$ cat src/rtl/cnn_acc_pkg.sv
// Shared types and constants for the conv accelerator control path.
package cnn_acc_pkg;

    localparam int CH_GRP_W     = 2;
    localparam int CH_GRP_SCALE = 8;

    typedef enum logic [2:0] {
        ST_IDLE,
        ST_CFG,
        ST_LOAD,
        ST_FIRE,
        ST_RUN,
        ST_DRAIN,
        ST_DONE
    } sched_state_e;

endpackage

$ cat src/rtl/tile_idx_ctr.sv
// Nested row-tile / output-channel-group counter. The tile index wraps at
// i_max_tile and carries into the group index.
module tile_idx_ctr
    import cnn_acc_pkg::*;
#(
    parameter int TILE_W = 5
) (
    input  logic                clk,
    input  logic                rst_n,
    input  logic                i_clr,
    input  logic                i_inc,
    input  logic [TILE_W-1:0]   i_max_tile,
    input  logic [CH_GRP_W-1:0] i_max_grp,
    output logic [TILE_W-1:0]   o_tile,
    output logic [CH_GRP_W-1:0] o_grp,
    output logic                o_last
);

    logic [TILE_W-1:0]   r_tile;
    logic [CH_GRP_W-1:0] r_grp;

    always_ff @(posedge clk or negedge rst_n) begin
        if (!rst_n) begin
            r_tile <= '0;
            r_grp  <= '0;
        end else if (i_clr) begin
            r_tile <= '0;
            r_grp  <= '0;
        end else if (i_inc) begin
            if (r_tile == i_max_tile) begin
                r_tile <= '0;
                r_grp  <= r_grp + CH_GRP_W'(1);
            end else begin
                r_tile <= r_tile + TILE_W'(1);
            end
        end
    end

    assign o_tile = r_tile;
    assign o_grp  = r_grp;
    assign o_last = (r_tile == i_max_tile) && (r_grp == i_max_grp);

endmodule

$ cat src/rtl/conv_tile_scheduler.sv
// Layer sequencer for the 3x3 conv PE array: config pulse, per-tile preload,
// PE pass trigger, pipeline drain and layer completion with a pass timeout.
module conv_tile_scheduler
    import cnn_acc_pkg::*;
#(
    parameter int TILE_W      = 5,
    parameter int DRAIN_CYC   = 4,
    parameter int TIMEOUT_CYC = 4095
) (
    input  logic                clk,
    input  logic                rst_n,
    input  logic                i_start,
    input  logic                i_abort,
    input  logic [CH_GRP_W-1:0] i_cfg_ci,
    input  logic [CH_GRP_W-1:0] i_cfg_co,
    input  logic [TILE_W-1:0]   i_cfg_tiles,
    output logic                o_ld_req,
    input  logic                i_ld_ack,
    output logic [TILE_W-1:0]   o_ld_tile_idx,
    output logic [CH_GRP_W-1:0] o_ld_co_grp,
    output logic                o_pe_start_conv,
    output logic [CH_GRP_W-1:0] o_pe_cfg_ci,
    output logic [CH_GRP_W-1:0] o_pe_cfg_co,
    output logic                o_pe_start_again,
    input  logic                i_pe_last_ch,
    output logic                o_busy,
    output logic                o_done,
    output logic                o_err
);

    localparam int DRAIN_W = (DRAIN_CYC > 1) ? $clog2(DRAIN_CYC) : 1;
    localparam int TMO_W   = (TIMEOUT_CYC > 1) ? $clog2(TIMEOUT_CYC + 1) : 1;

    sched_state_e        r_state;
    logic                r_ldReq;
    logic                r_startConv;
    logic                r_startAgain;
    logic                r_busy;
    logic                r_done;
    logic                r_err;
    logic                r_lastPrev;
    logic                r_seenRise;
    logic [CH_GRP_W-1:0] r_cfgCi;
    logic [CH_GRP_W-1:0] r_cfgCo;
    logic [TILE_W-1:0]   r_cfgTiles;
    logic [DRAIN_W-1:0]  r_drain;
    logic [TMO_W-1:0]    r_tmo;

    logic                w_last;
    logic                w_rise;
    logic                w_fall;
    logic                w_drainEnd;
    logic                w_tmoHit;
    logic                w_ctrClr;
    logic                w_ctrInc;
    logic [TMO_W-1:0]    w_tmoNext;

    assign w_rise     = i_pe_last_ch & ~r_lastPrev;
    assign w_fall     = ~i_pe_last_ch & r_lastPrev;
    assign w_drainEnd = (r_drain == DRAIN_W'(DRAIN_CYC - 1));
    assign w_tmoNext  = r_tmo + TMO_W'(1);
    assign w_tmoHit   = (TIMEOUT_CYC != 0) && (w_tmoNext == TMO_W'(TIMEOUT_CYC));

    // Counter moves only on edges where the FSM below really takes the step.
    assign w_ctrClr = ~i_abort && (r_state == ST_IDLE) && i_start;
    assign w_ctrInc = ~i_abort && (r_state == ST_DRAIN) && w_drainEnd && ~w_last;

    tile_idx_ctr #(
        .TILE_W     (TILE_W)
    ) u_tileCtr (
        .clk        (clk),
        .rst_n      (rst_n),
        .i_clr      (w_ctrClr),
        .i_inc      (w_ctrInc),
        .i_max_tile (r_cfgTiles),
        .i_max_grp  (r_cfgCo),
        .o_tile     (o_ld_tile_idx),
        .o_grp      (o_ld_co_grp),
        .o_last     (w_last)
    );

    always_ff @(posedge clk or negedge rst_n) begin
        if (!rst_n) begin
            r_state      <= ST_IDLE;
            r_ldReq      <= 1'b0;
            r_startConv  <= 1'b0;
            r_startAgain <= 1'b0;
            r_busy       <= 1'b0;
            r_done       <= 1'b0;
            r_err        <= 1'b0;
            r_lastPrev   <= 1'b0;
            r_seenRise   <= 1'b0;
            r_cfgCi      <= '0;
            r_cfgCo      <= '0;
            r_cfgTiles   <= '0;
            r_drain      <= '0;
            r_tmo        <= '0;
        end else begin
            r_lastPrev   <= i_pe_last_ch;
            r_startConv  <= 1'b0;
            r_startAgain <= 1'b0;
            r_done       <= 1'b0;
            if (i_abort) begin
                r_state <= ST_IDLE;
                r_ldReq <= 1'b0;
                r_busy  <= 1'b0;
            end else begin
                case (r_state)
                    ST_IDLE: begin
                        if (i_start) begin
                            r_cfgCi     <= i_cfg_ci;
                            r_cfgCo     <= i_cfg_co;
                            r_cfgTiles  <= i_cfg_tiles;
                            r_err       <= 1'b0;
                            r_busy      <= 1'b1;
                            r_startConv <= 1'b1;
                            r_state     <= ST_CFG;
                        end
                    end
                    ST_CFG: begin
                        r_ldReq <= 1'b1;
                        r_state <= ST_LOAD;
                    end
                    ST_LOAD: begin
                        if (i_ld_ack) begin
                            r_ldReq      <= 1'b0;
                            r_startAgain <= 1'b1;
                            r_state      <= ST_FIRE;
                        end
                    end
                    ST_FIRE: begin
                        r_tmo      <= '0;
                        r_seenRise <= 1'b0;
                        r_state    <= ST_RUN;
                    end
                    // A pass ends on the falling edge of a burst whose rise was seen in RUN.
                    ST_RUN: begin
                        r_tmo <= w_tmoNext;
                        if (w_rise) begin
                            r_seenRise <= 1'b1;
                        end
                        if (r_seenRise && w_fall) begin
                            r_drain <= '0;
                            r_state <= ST_DRAIN;
                        end else if (w_tmoHit) begin
                            r_err   <= 1'b1;
                            r_done  <= 1'b1;
                            r_state <= ST_DONE;
                        end
                    end
                    ST_DRAIN: begin
                        if (w_drainEnd) begin
                            if (w_last) begin
                                r_done  <= 1'b1;
                                r_state <= ST_DONE;
                            end else begin
                                r_ldReq <= 1'b1;
                                r_state <= ST_LOAD;
                            end
                        end else begin
                            r_drain <= r_drain + DRAIN_W'(1);
                        end
                    end
                    ST_DONE: begin
                        r_busy  <= 1'b0;
                        r_state <= ST_IDLE;
                    end
                    default: begin
                        r_state <= ST_IDLE;
                    end
                endcase
            end
        end
    end

    assign o_ld_req         = r_ldReq;
    assign o_pe_start_conv  = r_startConv;
    assign o_pe_start_again = r_startAgain;
    assign o_pe_cfg_ci      = r_cfgCi;
    assign o_pe_cfg_co      = r_cfgCo;
    assign o_busy           = r_busy;
    assign o_done           = r_done;
    assign o_err            = r_err;

endmodule
$ cat config.mk
export PLATFORM = sky130hd
export DESIGN_NAME = conv_tile_scheduler
export DESIGN_NICKNAME = d
export VERILOG_FILES = /design/src/rtl/cnn_acc_pkg.sv /design/src/rtl/tile_idx_ctr.sv /design/src/rtl/conv_tile_scheduler.sv
export SDC_FILE = /design/constraint.sdc
export NUM_CORES = 1
export LEC_CHECK = 0
export CORE_ASPECT_RATIO = 0.75
export CORE_MARGIN = 2
export CORE_UTILIZATION = 54
export DETAILED_ROUTE_END_ITERATION = 12
export PLACE_DENSITY = 0.79
export SLEW_MARGIN = 20
export SYNTH_ARGS = -nofsm -noshare
export SYNTH_HDL_FRONTEND = slang
export SYNTH_HIERARCHICAL = 1
export SYNTH_SLANG_ARGS = --single-unit
$ cat constraint.sdc
create_clock -name clk -period 2.44 [get_ports clk]
set_clock_uncertainty 0.2 [all_clocks]
set_input_delay 0.488 -clock clk [delete_from_list [all_inputs] [get_ports clk]]
set_output_delay 0.488 -clock clk [all_outputs]
set_load 0.05 [all_outputs]
Word level (Yosys, flattened, before mapping)
Cells that the tools add are included.
Widths: inputs -> output; s select.
{"block": "totals", "regBits": 41, "in_bits": 15, "out_inout_bits": 17, "word_cells": 115}
{"block": "op_classes", "add_sub_neg": 4, "n_eq_ne": 21, "mux": 44, "bitwise_logic": 6, "reduce_logical": 24}
{"cell": "$pmux 12 s2", "n": 1}
{"cell": "$mux 1", "n": 21}
{"cell": "$mux 3", "n": 7}
{"cell": "$pmux 3 s6", "n": 1}
{"cell": "$mux 5", "n": 3}
{"cell": "$add 12x1->12 const B", "n": 1}
{"cell": "$eq 12x12->1 const B", "n": 1}
{"cell": "$ne 2x2->1 const B", "n": 6}
{"cell": "$ne 3x3->1 const B", "n": 4}
{"cell": "$reduce_and 4->1", "n": 3}
{"cell": "$mux 2", "n": 5}
{"cell": "$reduce_bool 2->1", "n": 5}
{"cell": "$eq 3x3->1 const B", "n": 3}
{"cell": "$pmux 1 s2", "n": 4}
{"cell": "$logic_and 1x1->1", "n": 7}
{"cell": "$eq 3x2->1 const B", "n": 2}
{"cell": "$reduce_and 2->1", "n": 3}
{"cell": "$reduce_and 3->1", "n": 2}
{"cell": "$add 5x1->5 const B", "n": 1}
{"cell": "$eq 5x5->1", "n": 1}
{"cell": "$reduce_and 5->1", "n": 1}
{"cell": "$add 2x1->2 const B", "n": 2}
{"cell": "$ne 4x4->1 const B", "n": 1}
{"cell": "$not 1->1", "n": 4}
{"cell": "9 further kinds", "n": 10}

Depth between registers and ports, before layout
{"block": "logic_depth", "depth_word": 6, "depth_mapped": 9, "ltp_nobuf": 7}

By module
Netlist, hierarchy kept.
{"module": "conv_tile_scheduler", "instances": 1, "cells_per_inst": 220, "area_each_um2": 1826.8, "seq_area_each_um2": 850.8}
{"module": "tile_idx_ctr", "instances": 1, "cells_per_inst": 45, "area_each_um2": 471.7, "seq_area_each_um2": 175.2}

Least setup slack after synthesis
Ideal clock, no wire load.
{"block": "synth_timing", "path_type": "register to register", "startpoint": "register u_tileCtr.r_tile[2] (netlist: u_tileCtr/o_tile[2])", "endpoint": "register u_tileCtr.r_grp[0] (netlist: u_tileCtr/o_grp[0])", "setup_time_ns": 0.125, "t_arrival_ns": 2.217, "t_required_ns": 2.115, "slack_ns": -0.102, "stages_incl_launch_ff": 8, "n_path_buf": 1, "synth_period_minus_slack_ns": 2.542, "cell_sequence": "dfrtp_1 xnor2_2 nand4_2 nor4_1 nor2_1 buf_1 nor3b_2 mux2_2"}
{"block": "synth_between", "elab_chain_len": 6, "word_cells_on_any_way": 7, "classes_between": "1 x eq/ne; 1 x bitwise; 5 x reduce/logical"}
{"item": "from (decl)", "line_no": "tile_idx_ctr.sv:19", "rtl": "logic [TILE_W-1:0] r_tile;"}
{"item": "from (signal assigned)", "line_no": "tile_idx_ctr.sv:34", "rtl": "r_tile <= r_tile + TILE_W'(1);"}
{"item": "$eq 5x5->1", "line_no": "tile_idx_ctr.sv:41", "rtl": "assign o_last = (r_tile == i_max_tile) && (r_grp == i_max_grp);"}
{"item": "$logic_and 1x1->1", "line_no": "tile_idx_ctr.sv:41"}
{"item": "via w_last", "line_no": "conv_tile_scheduler.sv:49", "rtl": "logic w_last;"}
{"item": "$not 1->1", "line_no": "conv_tile_scheduler.sv:66", "rtl": "assign w_ctrInc = ~i_abort && (r_state == ST_DRAIN) && w_drainEnd && ~w_last;"}
{"item": "$logic_and 1x1->1", "line_no": "conv_tile_scheduler.sv:66"}
{"item": "via w_ctrInc", "line_no": "conv_tile_scheduler.sv:55", "rtl": "logic w_ctrInc;"}
{"item": "$reduce_bool 2->1 (no source line)"}
{"item": "$reduce_and 2->1 (no source line)"}
{"item": "to (signal assigned)", "line_no": "tile_idx_ctr.sv:32", "rtl": "r_grp <= r_grp + CH_GRP_W'(1);"}
{"item": "to (decl)", "line_no": "tile_idx_ctr.sv:20", "rtl": "logic [CH_GRP_W-1:0] r_grp;"}
The timed path passes the listed nets, and every way through them passes these cells.
A chain may end at the register's enable or synchronous reset.

Worst setup path in the final report
{"block": "layout_timing", "startpoint": "register u_tileCtr.r_tile[1] (netlist: u_tileCtr/o_tile[1])", "endpoint": "register u_tileCtr.r_tile[4] (netlist: u_tileCtr/o_tile[4])"}
{"block": "layout_between", "elab_chain_len": 5, "word_cells_on_any_way": 9, "classes_between": "1 x add/sub; 1 x eq/ne; 3 x mux; 1 x bitwise; 3 x reduce/logical"}
{"item": "$eq 5x5->1", "line_no": "tile_idx_ctr.sv:41"}
{"item": "$logic_and 1x1->1", "line_no": "tile_idx_ctr.sv:41"}
{"item": "via w_last", "line_no": "conv_tile_scheduler.sv:49"}
{"item": "$not 1->1", "line_no": "conv_tile_scheduler.sv:66"}
{"item": "$logic_and 1x1->1", "line_no": "conv_tile_scheduler.sv:66"}
{"item": "via w_ctrInc", "line_no": "conv_tile_scheduler.sv:55"}
{"item": "$reduce_bool 2->1 (no source line)"}
The timed path passes the listed nets, and every way through them passes these cells. The select of a mux whose other input is x is not followed.

==> results.yml <==
logic_synthesis:
  synth-seq-area-share_pct: 44.6
  netlist_instances: 265
  synth_ff_type: "dfrtp_1"
  synth_compound_area_share_pct: 16.8
  ys_ff_latch: 41
  synth_xor_area_share_pct: 6.26
  synth_edf_count: 0
  synth.mux.area_fraction_pct: 0.490
  async_flop_share_pct: 100
  synth-adder-area-share_pct: 2.72
  synth_top_family_by_area: "simple AND/OR/NAND/NOR gates"
  syn_area_sq_um: 2300
  yosysUniqueCellTypes: 46
  synth_nets: 285
  avgSynthCellArea_sq_um: 8.67
  synth_simple_gate_area_share_pct: 25.3
  ys_warn_count: 6
clock_tree:
  post_cts_buffers: 0
  cts_resized: 0
  cts-root-buf: "clkbuf_8"
  cts_tree: "built"
  cts.sinks: 41
  clock_latency_ns: 0.29
  cts_buffer_depth: 2
  ctsHoldBuffers: 0
  clkTransAtPathRegs_ns: 0.08
  numCtsBuffers: 5
  htree_levels: 2
die:
  core_sq_um: 4080
  die_y_microns: 60.5
  fp.dieArea_sq_um: 4800
  die_x_microns: 79.3
  io_pins: 32
  start_util_pct: 56.3
  rows: 20
grt:
  grt-ovfl-total: 0
  grt_max_degree: 36
  grt_util_met2_pct: 34.4
  antenna_found_initial: 0
  grt_pass1_wl_microns: 8470
  first_global_vias: 1805
  busiest_layer: "met1"
  grt_util_met1_pct: 34.4
  track_usage_pct: 23.0
  use_met3_pct: 4.46
detailed_routing:
  drc: 0
  vias_per_cell: 5.63
  wl_microns: 5010
  wl_per_cell_microns: 13.9
  drt_iter0_drc: 129
  firstDrtPassIters: 4
  vias: 2021
  antenna_left: 0
critical_path:
  crit_fanout: 7
  critPathMaxStageDelay_ns: 0.46
  end_kind: "register"
  arrival_ns: 2.24
  cp.required_ns: 2.41
  crit_chain: "xnor2_2, nand4_2, nor4_1, nor2_1, buf_4, o2111ai_1, xor2_1, nor3_1"
  slowest_stage: "dfrtp_2"
  reg2reg_slack_ns: 0.18
  path_buf_inv: 1
  crit_type: "register to register"
  crit_family: "simple AND/OR/NAND/NOR gates"
  crit_path_start_kind: "register"
place:
  dp_hpwl_microns: 3610
  dpl_cell_area_sq_um: 2720
  port_buffers: 31
  gp_congestion: 0.906
power_and_ir_drop:
  leakage_nw: 1.21
  peakVddDrop_uv: 516
  power.density_nw_per_um2: 662
cells_and_area:
  mostFrequentLayoutCells: "nand2_1 (52), dfrtp_1 (36), clkdlybuf4s50_1 (30)"
  drive_gt1_share_pct: 11.8
  layout.nets: 323
  final_common_cell: "nand2_1"
  num-fill-cells: 310
  fin_area_sq_um: 2830
  antennaDiodeCount: 0
  syn_to_final_growth_pct: 23.0
flow_run:
  cap_violations: 0
sta:
  fin_crit_sh_pct: 92.8
  fmax_mhz: 442
  min_period_ns: 2.26
  relSlewSlack_pct: 48.5
  tightest_slew_ns: 0.773
  setup_viol: 0
  hold_viol_final: 0
  rsz0062_at_grt: "false"
  slew_viol_final: 0
  setup_tns_ns: 0
status:
  status: "finished clean"
min_path:
  hold_path_class: "primary input to asynchronous set/reset pin"
[Yosys cell counts (3+ instances only)]
| cell | n | area share (%) |
|---|---|---|
| nor2b_1 | 4 | 1.1 |
| xor2_1 | 8 | 3.0 |
| dfrtp_1 | 41 | 45 |
| o2111ai_1 | 3 | 1.1 |
| nand3b_1 | 3 | 0.98 |
| inv_1 | 7 | 1.1 |
| a21oi_1 | 19 | 4.1 |
| nand3_1 | 7 | 1.5 |
| nand2_1 | 52 | 8.5 |
| nor4_1 | 3 | 0.82 |
| nand4_1 | 3 | 0.82 |
| o41ai_1 | 3 | 1.1 |
| o21ai_0 | 22 | 4.8 |
| ha_1 | 5 | 2.7 |
| clkbuf_1 | 7 | 1.1 |
| nor3_1 | 8 | 1.7 |
| buf_2 | 3 | 0.65 |
| nor2_1 | 26 | 4.2 |
| xnor2_2 | 4 | 2.8 |
| o31ai_1 | 5 | 1.6 |
[registers in the layout (all words and copies together) (netlist names), 2 cells and up]
signal and cells:
r_tmo 12, o_pe_cfg_co 2, r_cfgTiles 5, u_tileCtr/o_tile 5, r_state 3, o_pe_cfg_ci 2
r_drain 2, u_tileCtr/o_grp 2
[metrics by stage]
stage / std cells / total power, mW / utilization [%] / setup slack (ns) / hold slack [ns]
5_1_grt: 359 / 1.97 / 69.3 / 0.0737 / 0.124
2_1_floorplan: 265 / 1.17 / - / 0.0716 / -0.00759
6_report: 359 / 1.87 / 69.3 / 0.175 / 0.0662
4_1_cts: 359 / 1.88 / 69.3 / 0.156 / 0.0894
3_3_place_gp: 351 / 1.34 / 66.7 / 0.0899 / 0.281
3_5_place_dp: 351 / 1.34 / 66.7 / 0.119 / 0.272
[worst paths after layout]
check / startpoint / depth (start not counted) / endpoint
worst min register to register: o_pe_cfg_ci[0]$_DFFE_PN0P_ / 2 / o_pe_cfg_ci[0]$_DFFE_PN0P_
worst min-delay path: rst_n / 1 / o_busy$_DFFE_PN0P_
max in group asynchronous: rst_n / 2 / r_tmo[1]$_DFFE_PN0P_
worst max-delay path: u_tileCtr/o_tile[1]$_DFFE_PN0P_ / 8 / u_tileCtr/o_tile[4]$_DFFE_PN0P_
min in group clk: o_pe_cfg_ci[0]$_DFFE_PN0P_ / 2 / o_pe_cfg_ci[0]$_DFFE_PN0P_
worst max register to register: u_tileCtr/o_tile[1]$_DFFE_PN0P_ / 8 / u_tileCtr/o_tile[4]$_DFFE_PN0P_
[cell families after synthesis]
family | count (synthesis)
adder cells (fa/ha/maj) | 5
XOR/XNOR | 13
AND/OR/NAND/NOR | 121
flip-flops | 41
AO/OA/AOI/OAI | 63
multiplexers | 1
buffers and inverters | 21
[layout make-up]
type                       instances  area, sq um  area share (%)
multi-input combinational        203         1190            41.9
timing repair buffer              44          403            14.2
clock inverter                     2         35.0            1.24
clock buffer                       6         72.6            2.57
inverter                           8         30.0            1.06
sequential                        41         1030            36.5
tap                               55         68.8            2.43
[power by group]
part | total (mW) | switching [mW] | internal [mW]
Sequential | 0.858 | 0.101 | 0.757
Clock | 0.537 | 0.233 | 0.304
Combinational | 0.477 | 0.285 | 0.192
Total | 1.87 | 0.620 | 1.25
[routing by layer]
| metal | vias up | wire [microns] |
|---|---|---|
| li1 | 1001 | - |
| met1 | 958 | 2460 |
| met2 | 56 | 2240 |
| met3 | 6 | 258 |
| met4 | 0 | 53 |
| met5 | - | 0 |
[worst reg2reg max path: cells and delay by family (launching register included)]
family / cells / cell delay (ns)
AO/OA/AOI/OAI: 1 / 0.21
XOR/XNOR: 2 / 0.33
buffers and inverters: 1 / 0.18
flip-flops: 1 / 0.46
AND/OR/NAND/NOR: 4 / 0.77
(Power assumes the default switching activity.)
